**src/rtl/instr_sequencer_pkg.sv**
```systemverilog
// Shared CPU definitions: control-word bit map, sequencer states and opcodes.
// Imported by the sequencer, the control unit and the datapath.
package cpu_pkg;

  localparam int CW_W = 13;

  localparam int CW_A_LD   = 12;
  localparam int CW_A_OE   = 11;
  localparam int CW_ALU_OE = 10;
  localparam int CW_B_LD   = 9;
  localparam int CW_B_OE   = 8;
  localparam int CW_RSVD   = 7;
  localparam int CW_O_LD   = 6;
  localparam int CW_PC_INC = 5;
  localparam int CW_PC_LD  = 4;
  localparam int CW_MEM_OE = 3;
  localparam int CW_IR_LD  = 2;
  localparam int CW_IC_EN  = 1;
  localparam int CW_IC_CLR = 0;

  typedef enum logic [1:0] {
    BOOT = 2'd0,
    RUN  = 2'd1,
    HALT = 2'd2
  } seq_state_e;

  localparam logic [7:0] OP_NOP = 8'h00;
  localparam logic [7:0] OP_LDA = 8'h01;
  localparam logic [7:0] OP_ADD = 8'h02;
  localparam logic [7:0] OP_SUB = 8'h03;
  localparam logic [7:0] OP_OUT = 8'h0E;
  localparam logic [7:0] OP_JMP = 8'h06;
  localparam logic [7:0] OP_HLT = 8'h0F;

endpackage

```
**src/rtl/instr_sequencer_step_counter.sv**
```systemverilog
// Micro-step counter: clear beats enable, and an enable at the maximum count
// holds the value and raises ovf instead of wrapping.
module step_counter #(
  parameter int STEP_W = 3
) (
  input  logic              clk,
  input  logic              rst_n,
  input  logic              clr,
  input  logic              en,
  output logic [STEP_W-1:0] step,
  output logic              ovf
);

  logic [STEP_W-1:0] step_d, step_q;

  always_comb begin
    ovf    = en && !clr && (step_q == {STEP_W{1'b1}});
    step_d = step_q;
    if (clr) begin
      step_d = '0;
    end else if (en && !ovf) begin
      step_d = step_q + STEP_W'(1);
    end
  end

  always_ff @(posedge clk) begin
    if (!rst_n) begin
      step_q <= '0;
    end else begin
      step_q <= step_d;
    end
  end

  assign step = step_q;

endmodule

```
**src/rtl/instr_sequencer.sv**
```systemverilog
// Consumer of the control word: owns PC, IR and the step counter, runs the
// program-memory read handshake and stalls execution until memory answers.
module instr_sequencer
  import cpu_pkg::*;
#(
  parameter int ADDR_W = 8,
  parameter int STEP_W = 3
) (
  input  logic              clk,
  input  logic              rst_n,
  input  logic [CW_W-1:0]   cw,
  input  logic [7:0]        mem_rdata,
  input  logic              mem_ack,
  output logic              mem_req,
  output logic [ADDR_W-1:0] mem_addr,
  output logic [7:0]        instr,
  output logic [STEP_W-1:0] step,
  output logic              cw_exec,
  output logic              fault
);

  seq_state_e        state_d, state_q;
  logic [ADDR_W-1:0] pc_d, pc_q;
  logic [7:0]        ir_d, ir_q;
  logic              fault_d, fault_q;
  logic              step_clr, step_en, step_ovf;
  logic              unused_cw;

  // Upper CW bits belong to the datapath only.
  assign unused_cw = ^cw[CW_W-1:6];

  step_counter #(.STEP_W(STEP_W)) u_step (
    .clk   (clk),
    .rst_n (rst_n),
    .clr   (step_clr),
    .en    (step_en),
    .step  (step),
    .ovf   (step_ovf)
  );

  always_comb begin
    state_d  = state_q;
    pc_d     = pc_q;
    ir_d     = ir_q;
    fault_d  = fault_q;
    mem_req  = 1'b0;
    cw_exec  = 1'b0;
    step_clr = 1'b0;
    step_en  = 1'b0;

    unique case (state_q)
      BOOT: begin
        mem_req = 1'b1;
        if (mem_ack) begin
          ir_d     = mem_rdata;
          pc_d     = '0;
          step_clr = 1'b1;
          state_d  = RUN;
        end
      end
      RUN: begin
        mem_req = cw[CW_MEM_OE];
        cw_exec = !cw[CW_MEM_OE] || mem_ack;
        if (cw_exec) begin
          step_clr = cw[CW_IC_CLR];
          step_en  = cw[CW_IC_EN];
          // Without MEM_OE the read bus is not ours, so a PC load sees zero.
          if (cw[CW_PC_LD]) begin
            pc_d = cw[CW_MEM_OE] ? ADDR_W'(mem_rdata) : '0;
          end else if (cw[CW_PC_INC]) begin
            pc_d = pc_q + ADDR_W'(1);
          end
          if (cw[CW_IR_LD] && cw[CW_MEM_OE]) begin
            ir_d = mem_rdata;
          end
          if (step_ovf) begin
            fault_d = 1'b1;
            state_d = HALT;
          end
        end
      end
      HALT: begin
      end
      default: state_d = HALT;
    endcase

    if (!rst_n) begin
      mem_req  = 1'b0;
      cw_exec  = 1'b0;
    end
  end

  always_ff @(posedge clk) begin
    if (!rst_n) begin
      state_q <= BOOT;
      pc_q    <= '0;
      ir_q    <= 8'h00;
      fault_q <= 1'b0;
    end else begin
      state_q <= state_d;
      pc_q    <= pc_d;
      ir_q    <= ir_d;
      fault_q <= fault_d;
    end
  end

  assign mem_addr = pc_q;
  assign instr    = ir_q;
  assign fault    = fault_q;

endmodule

```
**config.mk**
```make
export PLATFORM = sky130hd
export DESIGN_NAME = instr_sequencer
export DESIGN_NICKNAME = d
export VERILOG_FILES = /design/src/rtl/instr_sequencer_pkg.sv /design/src/rtl/instr_sequencer_step_counter.sv /design/src/rtl/instr_sequencer.sv
export SDC_FILE = /design/constraint.sdc
export NUM_CORES = 1
export LEC_CHECK = 0
export BUFFER_PORTS_ARGS = -buffer_cell sky130_fd_sc_hd__buf_4
export CORE_AREA = 4 4 53 55
export CTS_BUF_LIST = sky130_fd_sc_hd__clkbuf_4 sky130_fd_sc_hd__clkbuf_8
export CTS_CLUSTER_SIZE = 25
export DETAILED_ROUTE_END_ITERATION = 8
export DIE_AREA = 0 0 57 59
export HOLD_SLACK_MARGIN = 0.05
export PLACE_DENSITY = 0.83
export RECOVER_POWER = 100
export SYNTH_ARGS = -nofsm -noshare
export SYNTH_HDL_FRONTEND = slang
export SYNTH_HIERARCHICAL = 1
export SYNTH_SLANG_ARGS = --single-unit
export TNS_END_PERCENT = 50
```
**constraint.sdc**
```tcl
create_clock -name clk -period 4.4 [get_ports clk]
set_input_delay 0.44 -clock clk [delete_from_list [all_inputs] [get_ports clk]]
set_output_delay 0.44 -clock clk [all_outputs]
set_load 0.005 [all_outputs]
```
==> results of run 1 <==
## per-layer routing
metal / wire length (µm) / part of all wire
met1: 1150 / 0.42
met2: 1380 / 0.50
met3: 212 / 0.076
met4: 34 / 0.012
met5: 0 / 0
## state kept, by name, summed over array words and instances, names as in the netlist
| name | cells |
|---|---|
| u_step/step | 3 |
| state_q | 2 |
| instr | 8 |
| mem_addr | 8 |
| fault | 1 |
## stage by stage
stage                     area (µm²)  hold WS (ns)
after CTS                       1490         0.374
after global placement          1460         0.456
after detailed placement        1460         0.474
after global routing            1470         0.398
after floorplan                 1180         0.460
final                           1470         0.371
## placed cells by master (no fill, tap or decap), types with 2 or more instances in the layout
cell	n
buf_4	16
nor2b_1	3
xnor2_1	4
a31oi_1	2
a21oi_1	5
nand3_1	10
nand2b_1	7
nand2_1	14
mux2i_1	12
o21ai_0	5
nand4_1	2
inv_1	4
nor3_1	2
ha_1	3
clkbuf_4	25
o22ai_1	3
dfxtp_1	22
nor2_1	26
## power groups by stage
stage	Sequential [mW]	Combinational [mW]	Clock, mW
finish	0.213	0.0665	0.111
floorplan	0.216	0.0419	0
CTS	0.214	0.0700	0.112
global route	0.215	0.0745	0.120
global placement	0.218	0.0675	0
detailed placement	0.218	0.0699	0
## worst max-delay path by stage
stage | start | to | slack [ns] | depth (start not counted)
CTS | state_q[0] | cw_exec | 2.29 | 5
floorplan | cw[3] | u_step/step[1] | 2.79 | 7
global placement | cw[3] | state_q[1] | 2.58 | 10
global route | state_q[0] | cw_exec | 2.16 | 5
detailed placement | cw[3] | state_q[1] | 2.54 | 10
finish | state_q[0] | cw_exec | 2.31 | 5
## kinds of logic after synthesis
logic type               after synthesis  share of synthesized area
buffers and inverters                 10                     0.0479
XOR/XNOR                               4                     0.0298
AO/OA/AOI/OAI                         22                      0.127
flip-flops                            22                      0.374
AND/OR/NAND/NOR                       69                      0.287
multiplexers                          12                      0.102
adder cells (fa/ha/maj)                3                     0.0319
## worst register-to-register path: stages (launching register included)
cell and delay (ns):
dfxtp_1 0.56, nand2b_1 0.17, nor2_1 0.30, and2_0 0.21
nor2b_1 0.33, mux2i_1 0.25, nor2_1 0.06
## final cells by class
class | count | share of cell area
multi-input cells | 110 | 0.445
flip-flops and latches | 22 | 0.300
repair buffers | 38 | 0.194
well taps | 30 | 0.0256
clock buffers | 4 | 0.0247
inverters | 4 | 0.0102
==> impl_results.md, run 1 <==
- Total gr overflow: 0
- Sequential share of the synthesized area: 0.374
- Number of port buffers: 38
- Initial antenna violation count: 0
- # DRC: 0
- Asr flop ratio synth: 0
- Routed len/inst: 13.4 µm
- Combinational power share: 0.170
- CTS clk-pin slew, worst paths: 0.12 ns
- Die Ht: 59 µm
- Critical-path cell list: nand2b_1, nor2_1, nand2_1, inv_1, clkbuf_4
- Pre-CTS setup slack: 2.54 ns
- Crit path max-delay family: simple AND/OR/NAND/NOR gates
- FF+latch area: 440 µm²
- Clock root buffer master: clkbuf_4
- Max rail drop VDD: 197 µV
- Worst Hold Endpoint: instr[2]
- Reg2reg path depth: 6
- Final worst slack: 2.31 ns
- Hpwl dp: 2180 µm
- Worst hold start: mem_rdata[2]
- CTS sink count: 22
- Most common cell in the synthesized netlist: nor2_1
- Top Ports: 46
- Postcts setup bufs: 0
- Total GRT Usage: 0.178
- Top Usage Layer GRT: met2
- CP startpoint kind: flip-flop
- Sw power: 0.100 mW
- Top-area cell type share of the netlist area: 0.374
- Avg Inst Size Synth: 8.28 µm²
- Antenna-violating nets left: 0
- RSZ-0062 raised after global routing: no
- Clock group share of total power: 0.284
- Fillers: 229
- Reg-to-reg endpoint: u_step/step[1]
- First-pass GRT wire length: 4800 µm
- Leak: 0.631 nW
- DP Cell Count: 204
- Largest net degree at the start of global routing: 17
- Die W: 57 µm
- Worst EP arrival: 1.65 ns
- Fin Clk Skew: 0.00331 ns
- Multi-input gate area: 653 µm²
- GR Util met1: 0.200
- Top FF cell, synth: dfxtp_1
- Least-Margin Pin Slew: 0.963 ns
- Layout cell share with drive strength beyond 1: 0.247
- FF-to-FF setup slack: 2.42 ns
- Yosys reg bits: 22
- H-Tree Depth: 1
- DR vias/cell: 5.53
- WHS Path Cells: 3
- Longest Clk Path Bufs: 2
- Largest cells by area after synthesis: dfxtp_1 (37%), mux2i_1 (10%), nor2_1 (8.3%)
- Via count of the first global-routing pass: 1167
- Post-CTS sizing: 0
- Setup TNS: 0 ns
- Clk_lat worst skew: 0.31 ns
- Final Hold Viols: 0
- Synth cell count leaders: nor2_1 (26), dfxtp_1 (22), nand2_1 (14), mux2i_1 (12), nand3_1 (10)
- Area growth syn-to-layout: 24.8%
- GR Util met2: 0.341
- Synth unique cells: 33
- DRT iter0 DRCs: 18
- CTS tree: done
- Std cell rows: 18
- Critical Path RT: 3.96 ns
- CTS buffer count: 3
- Status: finished, final reports clean
- CP max-delay cell: dfxtp_1
- Setup-failing EPs final: 0
- Fmax: 0.479 GHz
- Fin crit share: 0.475
- DR vias: 1150
- Util after Layout: 0.615
- Syn_nets: 169
- Yosys Warn Count: 6
- Core footprint: 2390 µm²
- Drt total wl: 2780 µm
- Max Slew Vio Count: 0
- Diode count: 0
- Slew headroom: 0.358
- CTS hold repair buffers: 0
- Maximum capacitance violations: 0
- Hold WC Path Type: in2reg
- Pre-antenna DRT Iters: 4
- Cell Int Power: 0.291 mW
- Total die area: 3360 µm²
- Initial Util: 0.493
- Power density cells: 267 nW/µm²
- Routability Congestion: 0.858
- Post-synth top area cell: dfxtp_1
- EDFF count, synth: 0
- Final min period: 2.09 ns
- Gate Count Post-Synth: 142
- CP Buf/Inv Count: 2
- Switching share of power: 0.256
- Power Total: 0.391 mW
- Max incr delay on CP: 0.56 ns
- Cell area after synthesis: 1180 µm²
- Worst Path Max Fanout: 10
- Layout net count: 206
- Worst setup path class: reg2out
- Met3 usage: 0.0283
- R2R Path Start: state_q[0]
- Crit. End Element: primary output
- Post-Layout Cell Count: 208
- Seq pwr share: 0.546
No activity file was read; power rests on OpenSTA's default activity.
==> run 2, diff against run 1 <==
Settings changed: ABC_AREA set to 1, CORE_AREA 4 4 53 55 to 4 4 57 59, DIE_AREA 0 0 57 59 to 0 0 61 63, PLACE_DENSITY 0.83 to 0.78.
Clock period 4.4 ns to 1.8 ns, I/O delays scaled along.
==> impl_results.md, run 2 <==
- Combinational power share: 0.303 (+0.133)
- Pre-CTS setup slack: 0.205 ns (-2.34 ns)
- Initial Util: 0.458 (-0.0347)
- Layout net count: 254 (+23%)
- Synth unique cells: 28 (-15%)
- Leak: 0.711 nW (+13%)
- Least-Margin Pin Slew: 0.298 ns (-0.665 ns)
- Area growth syn-to-layout: 27.5%
- DRT iter0 DRCs: 53 (+35)
- Sequential share of the synthesized area: 0.355 (-0.0196)
- DR vias/cell: 5.00 (-9.6%)
- CTS sink count: 22 (unchanged)
- Largest cells by area after synthesis: dfxtp_1 (35%), nand2_1 (12%), nor2_1 (11%)
- FF-to-FF setup slack: 0.22 ns (-2.20 ns)
- Highest-count cells in the layout ignoring fill and taps: nand2_1 (43), nor2_1 (37), clkbuf_4 (24), dfxtp_1 (22), buf_4 (18)
- Gate Count Post-Synth: 183 (+29%)
- Longest Clk Path Bufs: 2 (unchanged)
- Slew headroom: 0.801 (+0.443)
- Most common cell in the synthesized netlist: nand2_1
- Synth cell count leaders: nand2_1 (40), nor2_1 (36), dfxtp_1 (22), a21oi_1 (16)
- Setup TNS: 0 ns (unchanged)
- Synth Area in XOR/XNOR: 0 (-0.0298)
- Top Ports: 46 (unchanged)
- Switching share of power: 0.330 (+0.0739)
- Max Slew Vio Count: 0 (unchanged)
- Initial antenna violation count: 0 (unchanged)
- Yosys reg bits: 22 (unchanged)
- Cell area after synthesis: 1240 µm² (+5.5%)
- Worst Hold Endpoint: instr[3]
- Die Ht: 63 µm (+6.8%)
- RSZ-0062 raised after global routing: no
- Hold WC Path Type: in2reg
- Number of port buffers: 38 (unchanged)
- WHS Path Cells: 3 (unchanged)
- Max incr delay on CP: 0.50 ns (-0.06 ns)
- Antenna-violating nets left: 0 (unchanged)
- Total GRT Usage: 0.164 (-0.0137)
- Core footprint: 2710 µm² (+14%)
- CTS clk-pin slew, worst paths: 0.13 ns (about the same)
- Crit. End Element: flip-flop
- CP Buf/Inv Count: 1 (-1)
- Setup-failing EPs final: 0 (unchanged)
- Via count of the first global-routing pass: 1185 (+1.5%)
- Avg Inst Size Synth: 6.78 µm² (-18%)
- Cell Int Power: 0.824 mW (+180%)
- Synth Area in Adders: 0.0302 (-0.00167)
- First-pass GRT wire length: 4980 µm (+3.9%)
- Seq pwr share: 0.471 (-0.075)
- CP max-delay cell: dfxtp_1
- Fillers: 282 (+23%)
- Sw power: 0.406 mW (+300%)
- Multi-input gate area: 693 µm² (+6.1%)
- Crit path max-delay family: simple AND/OR/NAND/NOR gates
- Yosys Warn Count: 6 (unchanged)
- Postcts setup bufs: 0 (unchanged)
- Critical-path cell list: nand2_4, nor2_1, a22oi_1, nor2_1, inv_2, nand2_4, nor2_1, o211a_1, nand2_1, a21oi_1
- Syn_nets: 210 (+24%)
- Power density cells: 777 nW/µm² (+190%)
- FF+latch area: 440 µm² (unchanged)
- H-Tree Depth: 1 (unchanged)
- Maximum capacitance violations: 0 (unchanged)
- Pre-antenna DRT Iters: 4 (unchanged)
- Routability Congestion: 0.786 (-8.4%)
- Status: finished, final reports clean
- Post-Layout Cell Count: 257 (+24%)
- Final min period: 1.58 ns
- Hpwl dp: 2250 µm (+3.4%)
- Asr flop ratio synth: 0 (unchanged)
- Reg-to-reg endpoint: state_q[1]
- Clock root buffer master: clkbuf_4
- Diode count: 0 (unchanged)
- Post-CTS sizing: 0 (unchanged)
- CTS tree: done
- Fin Clk Skew: 0.00928 ns (+0.00597 ns)
- Die W: 61 µm (+7.0%)
- Top cell by count, worst path: nor2_1
- Routed len/inst: 11.0 µm (-17%)
- Worst hold start: mem_rdata[3]
- Worst-case hold slack: 0.116 ns (-0.254 ns)
- Final worst slack: 0.218 ns (-2.09 ns)
- EDFF count, synth: 0 (unchanged)
- Top-area cell type share of the netlist area: 0.355 (-0.0196)
- Reg2reg path depth: 10 (+4)
- Post-synth top area cell: dfxtp_1
- Max rail drop VDD: 430 µV (+120%)
- Worst setup path class: reg2reg
- Fmax: 0.632 GHz
- Clock group share of total power: 0.226 (-0.058)
- Clk_lat worst skew: 0.32 ns (about the same)
- Top FF cell, synth: dfxtp_1
- Post-Synth Simple-Gate Area: 0.371 (+0.0837)
- Worst Path Max Fanout: 7 (-3)
- Drt total wl: 2840 µm (+2.1%)
- CTS hold repair buffers: 0 (unchanged)
- Layout cell share with drive strength beyond 1: 0.257 (+0.00945)
- Final Hold Viols: 0 (unchanged)
- Most common cell after layout, fill and taps aside: nand2_1
- CTS buffer count: 3 (unchanged)
- R2R Path Start: state_q[0]
- Largest family of logic cells by synthesized area: simple AND/OR/NAND/NOR gates
- Largest net degree at the start of global routing: 14 (-3)
- Total gr overflow: 0 (unchanged)
- Critical Path RT: 2.03 ns (-1.93 ns)
- Fin crit share: 0.879
- DP Cell Count: 253 (+24%)
- Synth Area in Compound Gates: 0.176 (+0.0498)
- Worst EP arrival: 1.81 ns (+0.16 ns)
- Mux cell area share after synthesis: 0 (-0.102)
- CP startpoint kind: flip-flop
- DR vias: 1284 (+12%)
- Std cell rows: 19 (+1)
- Total die area: 3840 µm² (+14%)
- # DRC: 0 (unchanged)
run 2: cell count changes after synthesis, moves of 7 or more:
cell      delta
nand2b_1     -7
mux2i_1     -12
nor2_1      +10
nand2_1     +26
a21oi_1     +12
run 2: power by group through the flow:
| stage | clock [mW] | sequential (mW) | combinational, mW |
|---|---|---|---|
| after global routing | 0.312 | 0.589 | 0.426 |
| final | 0.278 | 0.578 | 0.373 |
| after detailed placement | 0 | 0.593 | 0.403 |
| after global placement | 0 | 0.592 | 0.401 |
| after floorplan | 0 | 0.591 | 0.249 |
| after CTS | 0.288 | 0.582 | 0.405 |
run 2: worst max path at each step:
stage,cells after the start,startpoint,endpoint
detailed placement,10,state_q[0],state_q[1]
finish,10,state_q[0],state_q[1]
global route,9,state_q[0],state_q[0]
global placement,10,state_q[0],state_q[1]
floorplan,7,state_q[0],state_q[1]
CTS,9,state_q[0],state_q[0]
run 2: cell families after synthesis:
group	Yosys count
DFF	22
AOI/OAI and AO/OA	36
adders and majority gates	3
and+or+nand+nor	101
buffers and inverters	21
run 2: per-layer routing:
layer	wire length (µm)	up-vias	part of all wire	GRT usage
li1	-	683	-	-
met5	0	-	0	0
met1	1320	571	0.47	0.214
met3	172	5	0.061	0.0289
met2	1290	25	0.45	0.261
met4	51	0	0.018	0.0650
run 2: tightest hold or removal path, cell delays in order:
cell and delay, ns:
buf_4 0.08, inv_1 0.05, a21oi_2 0.10
run 2: stage by stage:
stage / utilization / power (mW) / cell area [µm²]
after floorplan: - / 0.840 / 1240
after global placement: 0.582 / 0.993 / 1580
after detailed placement: 0.582 / 0.996 / 1580
after CTS: 0.595 / 1.27 / 1610
after global routing: 0.584 / 1.33 / 1580
final: 0.584 / 1.23 / 1580
run 2: final cells by class:
class	instances	area share
multi-input cells	140	0.438
flip-flops and latches	22	0.278
repair buffers	40	0.187
inverters	20	0.0490
well taps	31	0.0245
clock buffers	4	0.0229
